## src/rtl/piso_pkg.sv

```systemverilog
// Shared types and helpers for the parallel-in, serial-out serializer.
// PARITY is always declared; it is only reachable when PISO_PARITY_EN is defined.
package piso_pkg;

    typedef enum logic [1:0] {
        IDLE   = 2'd0,
        SHIFT  = 2'd1,
        PARITY = 2'd2
    } piso_state_e;

    // The bit counter must hold 0..n-1; keep it at least one bit wide.
    function automatic int cnt_width(input int n);
        return (n > 2) ? $clog2(n) : 1;
    endfunction

endpackage

```

## src/rtl/piso_bit_counter.sv

```systemverilog
// Loadable down-counter with a zero flag; it tracks the remaining data bits of a frame.
module piso_bit_counter #(
    parameter int W = 2
) (
    input  logic         clk,
    input  logic         reset,
    input  logic         load_i,
    input  logic [W-1:0] load_val_i,
    input  logic         dec_i,
    output logic [W-1:0] cnt_o,
    output logic         zero_o
);

    logic [W-1:0] cnt_q;
    logic [W-1:0] cnt_d;

    // Load wins over decrement so a back-to-back frame restarts cleanly.
    always_comb begin
        cnt_d = cnt_q;
        if (load_i) begin
            cnt_d = load_val_i;
        end else if (dec_i) begin
            cnt_d = cnt_q - 1'b1;
        end
    end

    always_ff @(posedge clk) begin
        if (reset) begin
            cnt_q <= '0;
        end else begin
            cnt_q <= cnt_d;
        end
    end

    assign cnt_o  = cnt_q;
    assign zero_o = (cnt_q == '0);

endmodule

```

## src/rtl/piso_serializer.sv

```systemverilog
// Serializer: takes an N-bit word on a valid/ready handshake and sends it MSB first.
// Define PISO_PARITY_EN to append an even-parity bit as an extra frame cycle.
module piso_serializer
    import piso_pkg::*;
#(
    parameter int N = 4
) (
    input  logic         clk,
    input  logic         reset,
    input  logic [N-1:0] din,
    input  logic         din_valid,
    output logic         din_ready,
    output logic         sout,
    output logic         sout_valid,
    output logic         frame_last,
    output logic         busy,
    output piso_state_e  dbg_state
);

    // Handshake: a word transfers at a rising edge where din_valid && din_ready
    // and reset is low; din must be held stable by the source until then.

    localparam int CW = cnt_width(N);
    localparam logic [CW-1:0] CNT_LOAD = CW'(N - 1);

    piso_state_e  state_q;
    piso_state_e  state_d;
    logic [N-1:0] shreg_q;
    logic [N-1:0] shreg_d;
    logic         accept;
    logic         cnt_zero;
    logic         cnt_dec;
    logic         last_data;
    logic         frame_end;
    logic [CW-1:0] cnt_val;

    assign last_data = (state_q == SHIFT) && cnt_zero;

`ifdef PISO_PARITY_EN
    logic par_q;
    logic par_d;
    assign frame_end = (state_q == PARITY);
`else
    assign frame_end = last_data;
`endif

    assign din_ready = (state_q == IDLE) || frame_end;
    assign accept    = din_valid && din_ready;
    assign cnt_dec   = (state_q == SHIFT) && !cnt_zero;

    piso_bit_counter #(.W(CW)) u_cnt (
        .clk        (clk),
        .reset      (reset),
        .load_i     (accept),
        .load_val_i (CNT_LOAD),
        .dec_i      (cnt_dec),
        .cnt_o      (cnt_val),
        .zero_o     (cnt_zero)
    );

    always_comb begin
        state_d = state_q;
        shreg_d = shreg_q;
`ifdef PISO_PARITY_EN
        par_d   = par_q;
`endif
        if (accept) begin
            state_d = SHIFT;
            shreg_d = din;
`ifdef PISO_PARITY_EN
            par_d   = ^din;
`endif
        end else begin
            case (state_q)
                SHIFT: begin
                    shreg_d = {shreg_q[N-2:0], 1'b0};
                    if (cnt_zero) begin
`ifdef PISO_PARITY_EN
                        state_d = PARITY;
`else
                        state_d = IDLE;
`endif
                    end
                end
                PARITY:  state_d = IDLE;
                default: state_d = IDLE;
            endcase
        end
    end

    always_ff @(posedge clk) begin
        if (reset) begin
            state_q <= IDLE;
            shreg_q <= '0;
`ifdef PISO_PARITY_EN
            par_q   <= 1'b0;
`endif
        end else begin
            state_q <= state_d;
            shreg_q <= shreg_d;
`ifdef PISO_PARITY_EN
            par_q   <= par_d;
`endif
        end
    end

    // Serial outputs depend only on registered state, never on din.
    always_comb begin
        sout = 1'b0;
        case (state_q)
            SHIFT:   sout = shreg_q[N-1];
`ifdef PISO_PARITY_EN
            PARITY:  sout = par_q;
`endif
            default: sout = 1'b0;
        endcase
    end

    assign sout_valid = (state_q != IDLE);
    assign busy       = (state_q != IDLE);
    assign frame_last = frame_end;
    assign dbg_state  = state_q;

    logic unused_cnt;
    assign unused_cnt = ^cnt_val;

endmodule

```

## config.mk

```make
export PLATFORM = sky130hd
export DESIGN_NAME = piso_serializer
export DESIGN_NICKNAME = d
export VERILOG_FILES = /design/src/rtl/piso_pkg.sv /design/src/rtl/piso_bit_counter.sv /design/src/rtl/piso_serializer.sv
export SDC_FILE = /design/constraint.sdc
export NUM_CORES = 1
export LEC_CHECK = 0
export BUFFER_PORTS_ARGS = -buffer_cell sky130_fd_sc_hd__buf_2
export CORE_AREA = 2 2 39 41
export CTS_CLUSTER_DIAMETER = 40
export DETAILED_ROUTE_END_ITERATION = 8
export DIE_AREA = 0 0 41 43
export PLACE_DENSITY = 0.64
export SLEW_MARGIN = 10
export SYNTH_ARGS = -nofsm -noshare
export SYNTH_HDL_FRONTEND = slang
export SYNTH_HIERARCHICAL = 1
export SYNTH_SLANG_ARGS = --single-unit
```

## constraint.sdc

```tcl
create_clock -name clk -period 1.4 [get_ports clk]
set_clock_uncertainty 0.05 [all_clocks]
set_input_delay 0.21 -clock clk [delete_from_list [all_inputs] [get_ports clk]]
set_output_delay 0.21 -clock clk [all_outputs]
set_load 0.03 [all_outputs]
```

Word-level counts from Yosys, hierarchy flattened
Index checks and enable logic that the tools add are counted.
{ "classes": {"muxes": 8, "addsub": 1, "eq_ne": 1, "n_reduce_logical": 9} }
{ "op_table": {"columns": ["cell", "count"], "rows": [
  ["2-to-1 mux 4 bit", 2],
  ["logical NOT 2 bit", 2],
  ["2-to-1 mux 1 bit", 4],
  ["2-to-1 mux 2 bit", 2],
  ["nonzero test 2 bit", 2],
  ["logical AND 1 bit", 3],
  ["inequality test 3 bit, second input constant", 1],
  ["subtractor 2 x 1 -> 2 bit, second input constant", 1],
  ["logical NOT 1 bit", 1],
  ["logical OR 1 bit", 1]
]} }
{ "totals": {"word_cells": 22, "output_inout_bits": 7, "input_bits": 7, "ff_bits": 7} }

Depth between registers and ports, before layout
{ "depth": {"ltp_word": 5, "mapped_depth": 7, "ltp_nobuf": 7} }

Modules after synthesis
Netlist, hierarchy kept.
{ "modules_own_cells": {"columns": ["mod", "seq_area_each_um2", "area_per_inst_um2", "cells_each", "n_inst"], "rows": [
  ["piso_serializer", 100.1, 312.8, 40, 1],
  ["piso_bit_counter", 40.0, 126.4, 13, 1]
]} }

Least setup slack after synthesis
OpenSTA, ideal clock, no wires.
{ "synth_path": {"kind": "register -> register", "start": "register state_q[0], in the netlist dbg_state[0]", "end": "register u_cnt.cnt_q[1], in the netlist u_cnt/cnt_o[1]", "period_less_slack_ps": 1777, "setup_time_ps": 96, "stages_incl_launch_ff": 6, "path_slack_ps": -377, "arrival_ps": 1631, "cell_sequence": "dfxtp_1 buf_2 and2b_1 inv_1 and2_1 o41ai_2"} }
{ "synth_via": {"elab_cells_between_ends": 7, "cone_classes": "1 x mux; 6 x reduce/logical"} }
{ "synth_rtl": {"columns": ["item", "line_no", "text"], "rows": [
  ["start, declared", "piso_serializer.sv:26", "piso_state_e state_q;"],
  ["start signal, assigned", "piso_serializer.sv:99", "state_q <= state_d;"],
  ["logical AND 1 bit", "piso_serializer.sv:49", "assign cnt_dec = (state_q == SHIFT) && !cnt_zero;"],
  ["net cnt_dec", "piso_serializer.sv:32", "logic cnt_dec;"],
  ["nonzero test 2 bit (no source line)", null, null],
  ["end signal, assigned", "piso_bit_counter.sv:31", "cnt_q <= cnt_d;"],
  ["end, declared", "piso_bit_counter.sv:14", "logic [W-1:0] cnt_q;"]
]} }
The timed path passes the listed nets, and every way through them passes these cells.
A chain may end at the register's enable or synchronous reset.

Final worst setup path
{ "layout_path": {"start": "register u_cnt.cnt_q[0], in the netlist u_cnt/cnt_o[0]", "end": "output port din_ready"} }
{ "layout_via": {"elab_chain_cells": 3} }
{ "layout_lines": {"columns": ["item", "line_no", "text"], "rows": [
  ["logical NOT 2 bit", "piso_bit_counter.sv:36", "assign zero_o = (cnt_q == '0);"],
  ["net cnt_zero", "piso_serializer.sv:31", "logic cnt_zero;"],
  ["logical AND 1 bit", "piso_serializer.sv:37", "assign last_data = (state_q == SHIFT) && cnt_zero;"],
  ["logical OR 1 bit", "piso_serializer.sv:47", "assign din_ready = (state_q == IDLE) || frame_end;"],
  ["end, declared", "piso_serializer.sv:12", "output logic din_ready,"]
]} }
The timed path passes the listed nets, and every way through them passes these cells.

==> results.sh <==
export IMPL_outcome="finished, violations left"
export IMPL_violations="negative setup slack"
export IMPL_critPathBufInv=3
export IMPL_die_y_um=43
export IMPL_critical_path_required_ps=1140
export IMPL_ant_nets=0
export IMPL_drtPass1Iterations=4
export IMPL_synth_ff_type="dfxtp_1"
export IMPL_chipWidth_um=41
export IMPL_critical_path_cell_chain="inv_2 > ha_4 > and2b_2 > inv_4 > buf_6"
export IMPL_antenna_found_initial=0
export IMPL_hold_viol_final=0
export IMPL_grt_pass1_wl_mm=1.37
export IMPL_yosysWarnings=6
export IMPL_cts_buffers=3
export IMPL_drive_gt1_share_pct=52.2
export IMPL_routedWlPerCell_um=9.98
export IMPL_fmax_ghz=0.687
export IMPL_routed_top_layer="met4"
export IMPL_max_vdd_ir_drop_mv=0.345
export IMPL_cts_hold_buf=0
export IMPL_power_frac_seq_pct=38.2
export IMPL_drtIter0Drc=7
export IMPL_r2r_start="u_cnt/cnt_o[1]$_SDFFE_PP0P_"
export IMPL_viasPerCell=4.62
export IMPL_internal_power_w=0.000420
export IMPL_cts_buffer_depth=2
export IMPL_cp_max_fo=4
export IMPL_vias=393
export IMPL_start_util_pct=31.7
export IMPL_setup_tns_ps=-78.5
export IMPL_clk_latency_ps=250
export IMPL_slowest_stage="dfxtp_2"
export IMPL_placementRows=14
export IMPL_comb_power_share_pct=30.6
export IMPL_synth_distinct_cells=25
export IMPL_power_leakage_nw=0.278
export IMPL_layout_setup_ws_ps=-56.3
export IMPL_total_power_w=0.000612
export IMPL_r2r_end="u_cnt/cnt_o[1]$_SDFFE_PP0P_"
export IMPL_grt_overflow_total=0
export IMPL_slew_viol_final=0
export IMPL_cts_tree="done"
export IMPL_ctsHtreeMaxLevel=1
export IMPL_timing_critical_path_max_delay_family="flip-flops"
export IMPL_gp_congestion=0.718
export IMPL_grt_pass1_vias=334
export IMPL_dieArea_mm2=0.00176
export IMPL_cp_slowest_stage_delay_ps=330
export IMPL_powerDensity_mw_per_mm2=1040
export IMPL_grt_usage_pct=11.9
export IMPL_drv_cap=0
export IMPL_crit_cells=5
export IMPL_hpwl_um=615
export IMPL_ys_seq_elements=7
export IMPL_cp_startpoint="u_cnt/cnt_o[0]$_SDFFE_PP0P_"
export IMPL_nNetsFinal=78
export IMPL_clockRootBuffer="clkbuf_4"
export IMPL_avgSynthCellArea_um2=8.29
export IMPL_syn_inst=53
export IMPL_arrival_ps=1200
export IMPL_r2r_cells=5
export IMPL_seq_area_frac_synth_pct=31.9
export IMPL_async_flop_share_pct=0
export IMPL_timing_final_crit_period_ps=1460
export IMPL_synth_edf_count=0
export IMPL_crit_path_end="din_ready"
export IMPL_setup_viol=3
export IMPL_syn_to_final_growth_pct=34.5
export IMPL_worstSetupEndpointType="primary output"
export IMPL_rrSetupSlack_ps=-20
export IMPL_grt_max_degree=14
export IMPL_core_mm2=0.00138
export IMPL_drt_met1_wl_um=417
export IMPL_numPortBuffers=12
export IMPL_cp_start_kind="flop"
export IMPL_netlist_area_um2=439
export IMPL_diodes=0
export IMPL_power_switching_w=0.000192
export IMPL_hold_path_class="in2reg"
export IMPL_p_clk_share_pct=31.2
export IMPL_routed_wl_um=848
export IMPL_fin_crit_sh_pct=104
export IMPL_swShare_pct=31.3
export IMPL_path_class="reg2out"
export IMPL_ioPinCount=14
export IMPL_clkTransAtPathRegs_ps=50
export IMPL_drc_errors=0
export IMPL_wl_met3_um=45
export IMPL_dr_wl_met2_um=370
export IMPL_rsz0062_at_grt="true"
export IMPL_cts_sinks=7
## worst reg2reg max path, cell delays in order, from the launching register on
cell,delay (ps)
dfxtp_2,320
inv_2,60
ha_4,130
and2b_2,250
and2_2,210
o41ai_2,300
## what timing repair did
item	4_1_cts	5_1_grt
hold endpoints to repair	0	0
setup endpoints to repair	3	7
gates cloned	0	0
pin swaps	0	3
gates resized for setup	6	1
buffers inserted	2	0
## power by group through the flow
stage / Clock [W] / Sequential (W) / Combinational (W)
floorplan: 0 / 0.000236 / 0.000128
global placement: 0 / 0.000238 / 0.000159
detailed placement: 0 / 0.000238 / 0.000162
CTS: 0.000198 / 0.000234 / 0.000186
global route: 0.000212 / 0.000236 / 0.000207
finish: 0.000191 / 0.000234 / 0.000187
## worst min path at each step
stage                     depth (start not counted)  start                          end  slack (ps)
after detailed placement                          2  reset  u_cnt/cnt_o[0]$_SDFFE_PP0P_         460
after floorplan                                   1  reset  u_cnt/cnt_o[0]$_SDFFE_PP0P_         220
final                                             2  reset  u_cnt/cnt_o[0]$_SDFFE_PP0P_         190
after global placement                            2  reset  u_cnt/cnt_o[0]$_SDFFE_PP0P_         450
after CTS                                         2  reset  u_cnt/cnt_o[0]$_SDFFE_PP0P_         180
after global routing                              2  reset  u_cnt/cnt_o[0]$_SDFFE_PP0P_         190
## logic make-up (layout without fill, tap and decap cells)
kind of cell | after synthesis | after routing | synth area share (%)
AND/OR/NAND/NOR | 20 | 20 | 25.9
other | 2 | 3 | 1.71
AO/OA/AOI/OAI | 10 | 10 | 20.2
adder cells (fa/ha/maj) | 1 | 1 | 2.85
XOR/XNOR | 1 | 1 | 1.99
flip-flops | 7 | 7 | 31.9
multiplexers | 1 | 1 | 2.28
buffers and inverters | 11 | 26 | 13.1
## final cells by class
cell class	instances	area (um2)
clock buffer	4	26.3
fill	153	793
inverter	6	25.0
multi-input combinational	36	267
sequential	7	146
tap	16	20.0
timing repair buffer	16	106
## Yosys cell counts (2+ instances only)
| library cell | instances | area (um2) |
|---|---|---|
| o221a_2 | 2 | 22.5 |
| a31oi_1 | 2 | 12.5 |
| nor2b_1 | 2 | 12.5 |
| dfxtp_1 | 7 | 140 |
| buf_4 | 4 | 30.0 |
| nor2_1 | 7 | 26.3 |
| conb_1 | 2 | 7.51 |
| nand2_1 | 2 | 7.51 |
| a21oi_1 | 2 | 10.0 |
| and2_1 | 3 | 18.8 |
| inv_1 | 6 | 22.5 |
## per-stage QoR
step	cell area (um2)	hold slack (ps)	std cells	setup slack, ps	utilization [%]
6_report	591	187	85	-56.3	42.7
2_1_floorplan	468	217	54	-20.7	-
5_1_grt	591	186	85	-120	42.7
4_1_cts	588	183	85	-71.5	42.5
3_3_place_gp	528	453	79	24.5	38.2
3_5_place_dp	528	460	79	-4.54	38.2
## sequential cells by signal (all words and copies together), names as in the netlist
register	cells
shreg_q	4
u_cnt/cnt_o	2
dbg_state	1
## routing by layer
| layer | vias up | track usage (%) |
|---|---|---|
| met5 | - | 0 |
| met2 | 11 | 15.6 |
| li1 | 202 | - |
| met4 | 0 | 10.0 |
| met3 | 2 | 4.71 |
| met1 | 178 | 14.2 |
## cell usage in the layout, fill, tap and decap left out, types with 2 or more instances in the layout
cell type,instances
nor2_1,7
buf_2,10
a31oi_1,2
nor2b_1,2
clkbuf_4,3
inv_2,2
buf_4,3
dfxtp_1,4
o221a_2,2
buf_6,3
inv_1,3
a21oi_1,2
and2_4,2
dfxtp_2,2
conb_1,3
No activity file was read; power rests on OpenSTA's default activity.
